File: src/rtl/alu_shift_seq.sv
// Sequential 32-bit barrel shifter (SLL/SRL/SRA). A legal request resolves one
// shift-amount bit per clock over five stages; an illegal opcode flags err after one clock.
module alu_shift_seq #(
  parameter int WIDTH = 32
) (
  input  logic             clk,
  input  logic             reset,
  input  logic             start,
  input  logic [WIDTH-1:0] A,
  input  logic [WIDTH-1:0] B,
  input  logic [5:0]       ALUFun,
  output logic             ready,
  output logic [WIDTH-1:0] S,
  output logic             done,
  output logic             err
);

  localparam logic [1:0] IDLE  = 2'd0;
  localparam logic [1:0] SHIFT = 2'd1;
  localparam logic [1:0] ILL   = 2'd2;

  localparam logic [5:0] OP_SLL = 6'b100000;
  localparam logic [5:0] OP_SRL = 6'b100001;
  localparam logic [5:0] OP_SRA = 6'b100011;

  logic [1:0]       r_state;
  logic [2:0]       r_k;
  logic [4:0]       r_shamt;
  logic             r_left;
  logic             r_sign;
  logic [WIDTH-1:0] r_work;
  logic [WIDTH-1:0] r_s;
  logic             r_done;
  logic             r_err;
  logic             r_ready;

  logic             w_legal;
  logic [4:0]       w_sh;
  logic [4:0]       w_amt;
  logic [WIDTH-1:0] w_fill;
  logic [WIDTH-1:0] w_next;
  logic             w_unused;

  assign w_legal  = (ALUFun == OP_SLL) || (ALUFun == OP_SRL) || (ALUFun == OP_SRA);
  assign w_unused = ^A[WIDTH-1:5];

  // Stage k moves the word by 2^k only when shamt bit k is set.
  assign w_sh   = r_shamt >> r_k;
  assign w_amt  = w_sh[0] ? (5'd1 << r_k) : 5'd0;
  // r_sign is the original B[31] for SRA and 0 for SRL, so one path serves both.
  assign w_fill = r_sign ? ~({WIDTH{1'b1}} >> w_amt) : '0;
  assign w_next = r_left ? (r_work << w_amt) : ((r_work >> w_amt) | w_fill);

  always_ff @(posedge clk) begin
    if (reset) begin
      r_state <= IDLE;
      r_k     <= 3'd0;
      r_shamt <= 5'd0;
      r_left  <= 1'b0;
      r_sign  <= 1'b0;
      r_work  <= '0;
      r_s     <= '0;
      r_done  <= 1'b0;
      r_err   <= 1'b0;
      r_ready <= 1'b1;
    end else begin
      r_done <= 1'b0;
      r_err  <= 1'b0;
      case (r_state)
        IDLE: begin
          if (start) begin
            r_shamt <= A[4:0];
            r_work  <= B;
            r_left  <= (ALUFun == OP_SLL);
            r_sign  <= (ALUFun == OP_SRA) && B[WIDTH-1];
            r_k     <= 3'd0;
            r_ready <= 1'b0;
            r_state <= w_legal ? SHIFT : ILL;
          end
        end
        SHIFT: begin
          r_work <= w_next;
          r_k    <= r_k + 3'd1;
          if (r_k == 3'd4) begin
            r_s     <= w_next;
            r_done  <= 1'b1;
            r_ready <= 1'b1;
            r_state <= IDLE;
          end
        end
        ILL: begin
          r_s     <= '0;
          r_done  <= 1'b1;
          r_err   <= 1'b1;
          r_ready <= 1'b1;
          r_state <= IDLE;
        end
        default: begin
          r_ready <= 1'b1;
          r_state <= IDLE;
        end
      endcase
    end
  end

  assign ready = r_ready;
  assign S     = r_s;
  assign done  = r_done;
  assign err   = r_err;

endmodule

File: config.mk
export PLATFORM = sky130hd
export DESIGN_NAME = alu_shift_seq
export DESIGN_NICKNAME = d
export VERILOG_FILES = /design/src/rtl/alu_shift_seq.sv
export SDC_FILE = /design/constraint.sdc
export NUM_CORES = 1
export LEC_CHECK = 0
export CAP_MARGIN = 10
export CELL_PAD_IN_SITES_DETAIL_PLACEMENT = 0
export CELL_PAD_IN_SITES_GLOBAL_PLACEMENT = 1
export CORE_MARGIN = 2
export CORE_UTILIZATION = 41
export CTS_BUF_LIST = sky130_fd_sc_hd__clkbuf_4
export DETAILED_ROUTE_END_ITERATION = 16
export GPL_TIMING_DRIVEN = 1
export PLACE_DENSITY_LB_ADDON = 0.1
export RECOVER_POWER = 50
export SLEW_MARGIN = 20
export SYNTH_ARGS = -nofsm -noshare
export SYNTH_HDL_FRONTEND = slang
export SYNTH_SLANG_ARGS = --single-unit
File: constraint.sdc
create_clock -name clk -period 4.3 [get_ports clk]
set_input_delay 0.645 -clock clk [delete_from_list [all_inputs] [get_ports clk]]
set_output_delay 0.645 -clock clk [all_outputs]
set_load 0.02 [all_outputs]
; Word level (Yosys, flattened, before mapping)
; Cells that the tools add are included.
[totals]
word_cells = 55
reg_bits = 79
out_inout_bits = 35
inputBits = 73
[op_classes]
eq_ne = 8
shift = 5
add_sub_neg = 1
n_reduce_logical = 10
n_bitwise = 2
n_mux = 19
[op_table]
columns = op, count
row1 = two-way mux 32 bit, 4
row2 = one-hot mux 32 bit (2 select lines), 2
row3 = inverter 32 bit, 1
row4 = OR 32 bit, 1
row5 = left shift 32 x 5 -> 32 bit, 1
row6 = >> shifter 32 x 5 -> 32 bit, 1
row7 = ">> shifter 32 x 5 -> 32 bit, first input constant", 1
row8 = "equality test 6 bit, second input constant", 3
row9 = AND reduction 2 bit, 4
row10 = two-way mux 2 bit, 3
row11 = one-hot mux 3 bit (2 select lines), 1
row12 = two-way mux 5 bit, 1
row13 = "left shift 1 x 3 -> 5 bit, first input constant", 1
row14 = >> shifter 5 x 3 -> 1 bit, 1
row15 = two-way mux 1 bit, 4
row16 = "!= test 2 bit, second input constant", 2
row17 = one-hot mux 1 bit (2 select lines), 2
row18 = one-hot mux 2 bit (2 select lines), 1
row19 = nonzero test 2 bit, 2
row20 = "adder 3 x 1 -> 3 bit, second input constant", 1
row21 = "equality test 3 bit, second input constant", 1
row22 = two-way mux 3 bit, 1
row23 = "equality test 2 x 1 -> 1 bit, second input constant", 1
row24 = "equality test 2 bit, second input constant", 1
row25 = 3 further kinds, 4

; Depth between registers and ports, before layout
; Gate-level depths: netlist (run 1).
[depth]
ltp_word = 9
depth_mapped = 15
ltp_nobuf = 10

; Worst setup path after synthesis (run 1)
; OpenSTA, ideal clock, no wires.
[synth_path]
path_kind = register to register
startpoint = reg r_k[2]
endpoint = reg r_work[8]
t_required_ns = 4.160
t_arrival_ns = 3.005
stages_incl_launch_ff = 16
setup_ns = 0.140
slack_ns = 1.155
n_path_buf = 6
period_less_slack_ns = 3.145
path_cell_list = dfxtp_1 > inv_1 > clkbuf_1 > clkbuf_1 > clkbuf_1 > ha_1 > clkbuf_1 > nand3_1 > nand2_1 > clkbuf_1 > clkbuf_1 > nor3_1 > o21ai_0 > o22ai_1 > o21ai_1 > o311ai_0
[synth_via]
elab_chain_len = 8
word_cells_on_any_way = 11
cone_classes = 5 x shift / 4 x mux / 2 x bitwise
[synth_lines]
columns = element, line_no
row1 = "start, declared", 27  ; logic [2:0] r_k;
row2 = "start signal, assigned", 83  ; r_k <= r_k + 3'd1;
row3 = >> shifter 5 x 3 -> 1 bit or left shift 1 x 3 -> 5 bit (tied branches), "48, 49"
row4 = two-way mux 5 bit *, 49  ; assign w_amt = w_sh[0] ? (5'd1 << r_k) : 5'd0;
row5 = >> shifter 32 x 5 -> 32 bit, 51  ; assign w_fill = r_sign ? ~({WIDTH{1'b1}} >> w_amt) : '0;
row6 = inverter 32 bit, 51
row7 = two-way mux 32 bit, 51
row8 = OR 32 bit, 52  ; assign w_next = r_left ? (r_work << w_amt) : ((r_work >> w_amt) | w_fill);
row9 = two-way mux 32 bit *, 52
row10 = one-hot mux 32 bit (2 select lines) *, 69  ; case (r_state)
row11 = "end signal, assigned", 82  ; r_work <= w_next;
row12 = "end, declared", 31  ; logic [WIDTH-1:0] r_work;
; Every way passes the cells marked *; elsewhere a longest branch is shown, timed or not.
; A chain may end at the register's enable or synchronous reset.

; Worst setup path after layout (run 1)
[layout_path]
startpoint = reg r_k[0]
endpoint = reg r_s[29], in the netlist S[29]
[layout_via]
elab_chain_len = 9
word_cells_on_any_way = 15
cone_classes = 2 x eq/ne / 5 x shift / 5 x mux / 2 x bitwise / 1 x reduce/logical
[layout_lines]
columns = element, line_no
row1 = >> shifter 5 x 3 -> 1 bit or left shift 1 x 3 -> 5 bit (tied branches), "48, 49"
row2 = two-way mux 5 bit, 49
row3 = >> shifter 32 x 5 -> 32 bit, 51
row4 = inverter 32 bit, 51
row5 = two-way mux 32 bit, 51
row6 = OR 32 bit, 52
row7 = two-way mux 32 bit, 52
row8 = two-way mux 32 bit, 84  ; if (r_k == 3'd4) begin
row9 = one-hot mux 32 bit (2 select lines), 69
row10 = "end signal, assigned", 85  ; r_s <= w_next;
row11 = "end, declared", 32  ; logic [WIDTH-1:0] r_s;
; Several ways; a longest one is shown, not always the timed one. The select of a mux whose other input is x is not followed.

==> results of run 1 <==
## cells by family after synthesis
family / after synthesis / share of synthesized area, %
AOI/OAI and AO/OA: 472 / 41.30
and+or+nand+nor: 395 / 24.68
buffers and inverters: 155 / 8.269
DFF: 79 / 20.33
muxes: 29 / 4.134
adders and majority gates: 8 / 1.287
## cells in the mapped netlist (12+ instances only)
library cell / count
o22ai_1: 19
inv_1: 38
nand2_1: 120
a21o_1: 15
buf_2: 25
o21ai_0: 59
a211oi_1: 32
nor3_1: 50
mux2i_1: 22
a31oi_1: 22
nand4_1: 26
a21oi_1: 110
buf_1: 14
o211ai_1: 17
nand3_1: 32
o2111ai_1: 12
o31a_1: 12
clkbuf_1: 74
nor2_1: 75
dfxtp_1: 79
o21ai_1: 39
and3_1: 35
## report_power, final
group	total, mW	internal, mW	switching, mW
logic	0.636	0.231	0.405
registers	0.829	0.760	0.0688
clock network	0.497	0.184	0.313
total	1.96	1.18	0.786
## registers in the layout, indices dropped and copies added, names as in the netlist
signal,cells
S,32
r_work,32
r_shamt,5
r_k,3
r_state,2
done,1
err,1
r_left,1
r_sign,1
ready,1
## stage by stage
step / instance area [um^2] / utilization (%) / std cells / hold slack (ns) / worst slack [ns]
2_1_floorplan: 7777 / - / 1138 / 0.4315 / 1.155
3_3_place_gp: 9076 / 48.68 / 1414 / 0.4298 / 0.3612
3_5_place_dp: 9076 / 48.68 / 1414 / 0.4339 / 0.3379
4_1_cts: 9223 / 49.47 / 1430 / 0.4534 / 0.3072
5_1_grt: 9238 / 49.55 / 1433 / 0.4776 / -0.004083
6_report: 9243 / 49.58 / 1435 / 0.4470 / 0.08855
## cell usage in the layout, fill, tap and decap left out, types with 9 or more instances in the layout
| cell type | synthesis | routed |
|---|---|---|
| a311oi_1 | 9 | 9 |
| clkbuf_4 | 0 | 9 |
| nor3_1 | 50 | 50 |
| and4_1 | 9 | 9 |
| o22ai_1 | 19 | 19 |
| o211ai_1 | 17 | 17 |
| o2111ai_1 | 12 | 12 |
| nand3_1 | 32 | 31 |
| nand2_1 | 120 | 120 |
| nor2_1 | 75 | 75 |
| a21oi_1 | 110 | 110 |
| nand4_1 | 26 | 26 |
| mux2i_1 | 22 | 22 |
| dlygate4sd3_1 | 0 | 36 |
| o21ai_0 | 59 | 60 |
| o21ai_1 | 39 | 37 |
| clkdlybuf4s50_1 | 0 | 43 |
| buf_4 | 0 | 68 |
| a22oi_1 | 9 | 9 |
| a21o_1 | 15 | 15 |
| a2111oi_0 | 9 | 9 |
| and3_1 | 35 | 34 |
| inv_1 | 38 | 38 |
| a211oi_1 | 32 | 32 |
| a221oi_1 | 10 | 10 |
| o31ai_1 | 11 | 11 |
| dfxtp_1 | 79 | 79 |
| a31oi_1 | 22 | 22 |
| o31a_1 | 12 | 12 |
## routing by layer
layer | GRT usage [%] | part of all wire, % | vias up | routed length [um]
met1 | 57.68 | 38 | 4958 | 17040
met3 | 10.29 | 14 | 186 | 6108
li1 | - | - | 4481 | -
met4 | 24.89 | 6.8 | 0 | 3002
met2 | 62.67 | 41 | 916 | 18120
met5 | 0 | 0 | - | 0
## layout make-up
type	count	area, um^2
clock inverter	7	78.83
inverter	38	142.6
multi-input combinational	905	5592
fill	1948	9400
clock buffer	9	67.56
antenna	4	10.01
timing repair buffer	159	1478
tap	234	292.8
sequential	79	1582
## final timing paths
kind | depth (start not counted) | startpoint | slack, ns | endpoint
hold / removal | 2 | S[27] | 0.45 | S[27]
hold reg to reg | 2 | S[27] | 0.45 | S[27]
setup reg to reg | 8 | r_k[0] | 0.09 | S[29]
setup / recovery | 8 | r_k[0] | 0.09 | S[29]
## worst max-delay path, cell delays in order (launching register included)
cell and delay, ns:
dfxtp_1 0.65, mux4_2 0.59, and3_2 0.65, buf_4 0.35, o21ai_1 0.14, a2111oi_0 0.70, nor2_1 0.17, a311oi_1 0.67
o21ai_0 0.15
==> metrics.txt, run 1 <==
crit path launch type register; DRC Markers 0; post-CTS sizing 0; measured slew at the worst slew-check pin 1.217 ns; Vias 10540; GRT Total Usage 42.97%; # clock sinks 79; antenna violations before repair 1; TritonCTS Buffers 9; CTS max path bufs 2; total power draw 1.962 mW; GR Overflow Total 0; flops & latches, synth 79; Mapped Cells 1138; share of cells above drive strength 1 10.11%; PortBufs 80; Arrival @ worst endpoint 4.53 ns; Routed WL 44270 um; Core Area 18640 um^2; Net Count, Synth 1219; hold_buf cts 0; EDFF count, synth 0; post-synthesis sequential area ratio 20.33%; Netlist Area Pre-Place 7777 um^2; # nets final 1273; setup_tns 0 ns; status finished clean; Hold Vio Cnt, Final 0; critical setup path kind reg -> reg; CTS tree yes; post-synthesis async set-or-reset flop share 0%; # H-tree levels 3; vias per cell 7.346; Area growth syn-to-layout 18.84%; DRT iter0 DRCs 1536; Top FF cell, synth dfxtp_1; die area 20090 um^2; Setup crit end kind register; Max VDD drop 0.0001519 V; top-area cell type share of the netlist area 20.33%; # rows 50; clk_skew 0.03344 ns; Die Ht 141.7 um; Min Clock Period, post-route 4.211 ns; maximum clock rate 0.2374 GHz; Placer Congestion 1.138; die width 141.7 um; Cell variety after synth 81; top cells by area, synth dfxtp_1, a21oi_1, nand2_1, o21ai_0, nor2_1; Setup Viol. Count Final 0; Hold Crit Class reg -> reg; global-route wire length before repair 63880 um; Routed WL per cell 30.85 um; pin count of the biggest net entering global routing 49; Initial Utilization 41.72%; Yosys warning count 0; period utilisation layout 97.94%; Ports 108; Pleak 3.497 nW; worst skew pair latency 0.47 ns; clk slew on worst S/H paths 0.15 ns; slew margin rel. 18.84%; Post-CTS Setup Bufs 0; post-DP HPWL 33060 um; Slew Limit Fails 0; Final ANT Viol Nets 0; Avg Inst Size Synth 6.834 um^2; P per Cell Area 212.3 nW/um^2; Max Cap Viol 0; top cell type by total area after synthesis dfxtp_1; crit path max fanout 24; root buf cell clkbuf_4; Worst Path Required 4.62 ns; drt pass-1 iters 6; vias in the first global route 9618
Note: power is estimated with default switching activity, not from simulation.
==> inputs of run 2 (changes only) <==
- CORE_UTILIZATION: 41 -> 40
- CTS_BUF_LIST: sky130_fd_sc_hd__clkbuf_4 -> sky130_fd_sc_hd__clkbuf_4 sky130_fd_sc_hd__clkbuf_8 sky130_fd_sc_hd__clkbuf_16
==> metrics.txt, run 2 (synthesized netlist as in run 1, its figures left out) <==
status finished clean; Max Cap Viol 0 (unchanged); DRT iter0 DRCs 1324 (-14%); maximum clock rate 0.2446 GHz (+3.0%); Setup crit end kind register; slew margin rel. 26.92% (+8.1 points); worst setup path start r_k[0]; Routed WL 43780 um (-1.1%); Hold Crit Start S[8]; Initial Utilization 40.36% (-1.4 points); Antenna diodes 0 (-4); clk_skew 0.01228 ns (-0.02115 ns); post-CTS sizing 0 (unchanged); DRC Markers 0 (unchanged); P per Cell Area 243.1 nW/um^2 (+15%); Vias 10210 (-3.2%); Pleak 3.528 nW (+0.90%); CTS max path bufs 2 (unchanged); crit path max fanout 19 (-21%); vias in the first global route 9565 (-0.55%); post-DP HPWL 34060 um (+3.0%); die area 20580 um^2 (+2.4%); Arrival @ worst endpoint 4.28 ns (-0.25 ns); minimum hold slack 0.4454 ns (-0.001626 ns); Max VDD drop 0.0002392 V (+58%); Worst Path Required 4.49 ns (-0.13 ns); total power draw 2.269 mW (+16%); Min Clock Period, post-route 4.088 ns (-0.1236 ns); measured slew at the worst slew-check pin 1.088 ns (-0.1295 ns); antenna violations before repair 0 (-1); most frequent cells in the layout nand2_1, a21oi_1, dfxtp_1; worst skew pair latency 0.33 ns (-0.14 ns); share of cells above drive strength 1 10.13% (+0.017 points); # clock sinks 79 (unchanged); pin count of the biggest net entering global routing 76 (+55%); TritonCTS Buffers 9 (unchanged); Placer Congestion 1.093 (-3.9%); Die Ht 143.4 um (+1.2%); # H-tree levels 3 (unchanged); clk slew on worst S/H paths 0.07 ns (-0.08 ns); Hold Vio Cnt, Final 0 (unchanged); Final ANT Viol Nets 0 (unchanged); vias per cell 6.991 (-4.8%); Hold Crit Class reg -> reg; # nets final 1271 (-0.16%); Ports 108 (unchanged); period utilisation layout 95.07% (-2.9 points); unrepaired setup endpoints after global routing false; setup_tns 0 ns (unchanged); critical setup path kind reg -> reg; # rows 51 (+2.0%); drt pass-1 iters 8 (+2); Post-CTS Setup Bufs 0 (unchanged); PortBufs 80 (unchanged); Routed WL per cell 29.98 um (-2.8%); hold_buf cts 0 (unchanged); commonest non-fill, non-tap cell in the layout nand2_1; Slew Limit Fails 0 (unchanged); Core Area 19270 um^2 (+3.4%); Setup Viol. Count Final 0 (unchanged); die width 143.4 um (+1.2%); GR Overflow Total 0 (unchanged); Area growth syn-to-layout 19.96%; root buf cell clkbuf_16; GRT Total Usage 42.55% (-0.42 points); Reg-to-Reg Start r_k[0]; crit path launch type register; global-route wire length before repair 63940 um (about the same); CTS tree yes
run 2: changes by cell type in the layout (fill, tap and decap cells not counted), moves of 4 or more:
| cell | before | now |
|---|---|---|
| buf_4 | 68 | 75 |
| clkbuf_4 | 9 | 1 |
| buf_12 | 8 | 1 |
| diode_2 | 4 | 0 |
| clkbuf_16 | 0 | 9 |
run 2: where the power goes:
group,switching [mW],internal (mW)
registers,0.0702,0.760
clock network,0.308,0.518
logic,0.391,0.221
total,0.769,1.50
run 2: per-layer routing:
layer | wire (um) | GRT usage, % | vias to the layer above
met2 | 18090 | 61.85 | 780
li1 | - | - | 4456
met4 | 2971 | 25.64 | 0
met1 | 17520 | 57.39 | 4813
met3 | 5185 | 9.164 | 158
met5 | 0 | 0 | -
run 2: through the flow:
stage,setup WS [ns],instances,instance area [um^2],util (%)
finish,0.2121,1460,9330,48.42
global route,0.1251,1460,9330,48.42
CTS,0.5088,1460,9343,48.48
detailed placement,0.5350,1444,9020,46.81
global placement,0.5396,1444,9020,46.81
floorplan,1.155,1138,7777,-
run 2: critical path, stage by stage, from the launching register on:
cell	delay [ns]
dfxtp_1	0.58
mux4_2	0.74
and3_1	0.58
buf_4	0.34
a211oi_1	0.43
nor2_1	0.09
a21oi_1	0.40
a2111oi_0	0.19
nor2_1	0.44
o21ai_1	0.13
run 2: final timing paths:
check               endpoint  slack [ns]  depth (start not counted)
setup / recovery  r_work[11]        0.21                          9
hold / removal          S[8]        0.45                          2
setup reg to reg  r_work[11]        0.21                          9
hold reg to reg         S[8]        0.45                          2
run 2: area by class of cell:
class / count / area [um^2]
inverters: 38 / 142.6
clock buffers: 10 / 232.7
well taps: 265 / 331.6
repair buffers: 158 / 1386
fillers: 2028 / 9941
clock inverters: 6 / 90.09
multi-input cells: 904 / 5565
flip-flops and latches: 79 / 1582
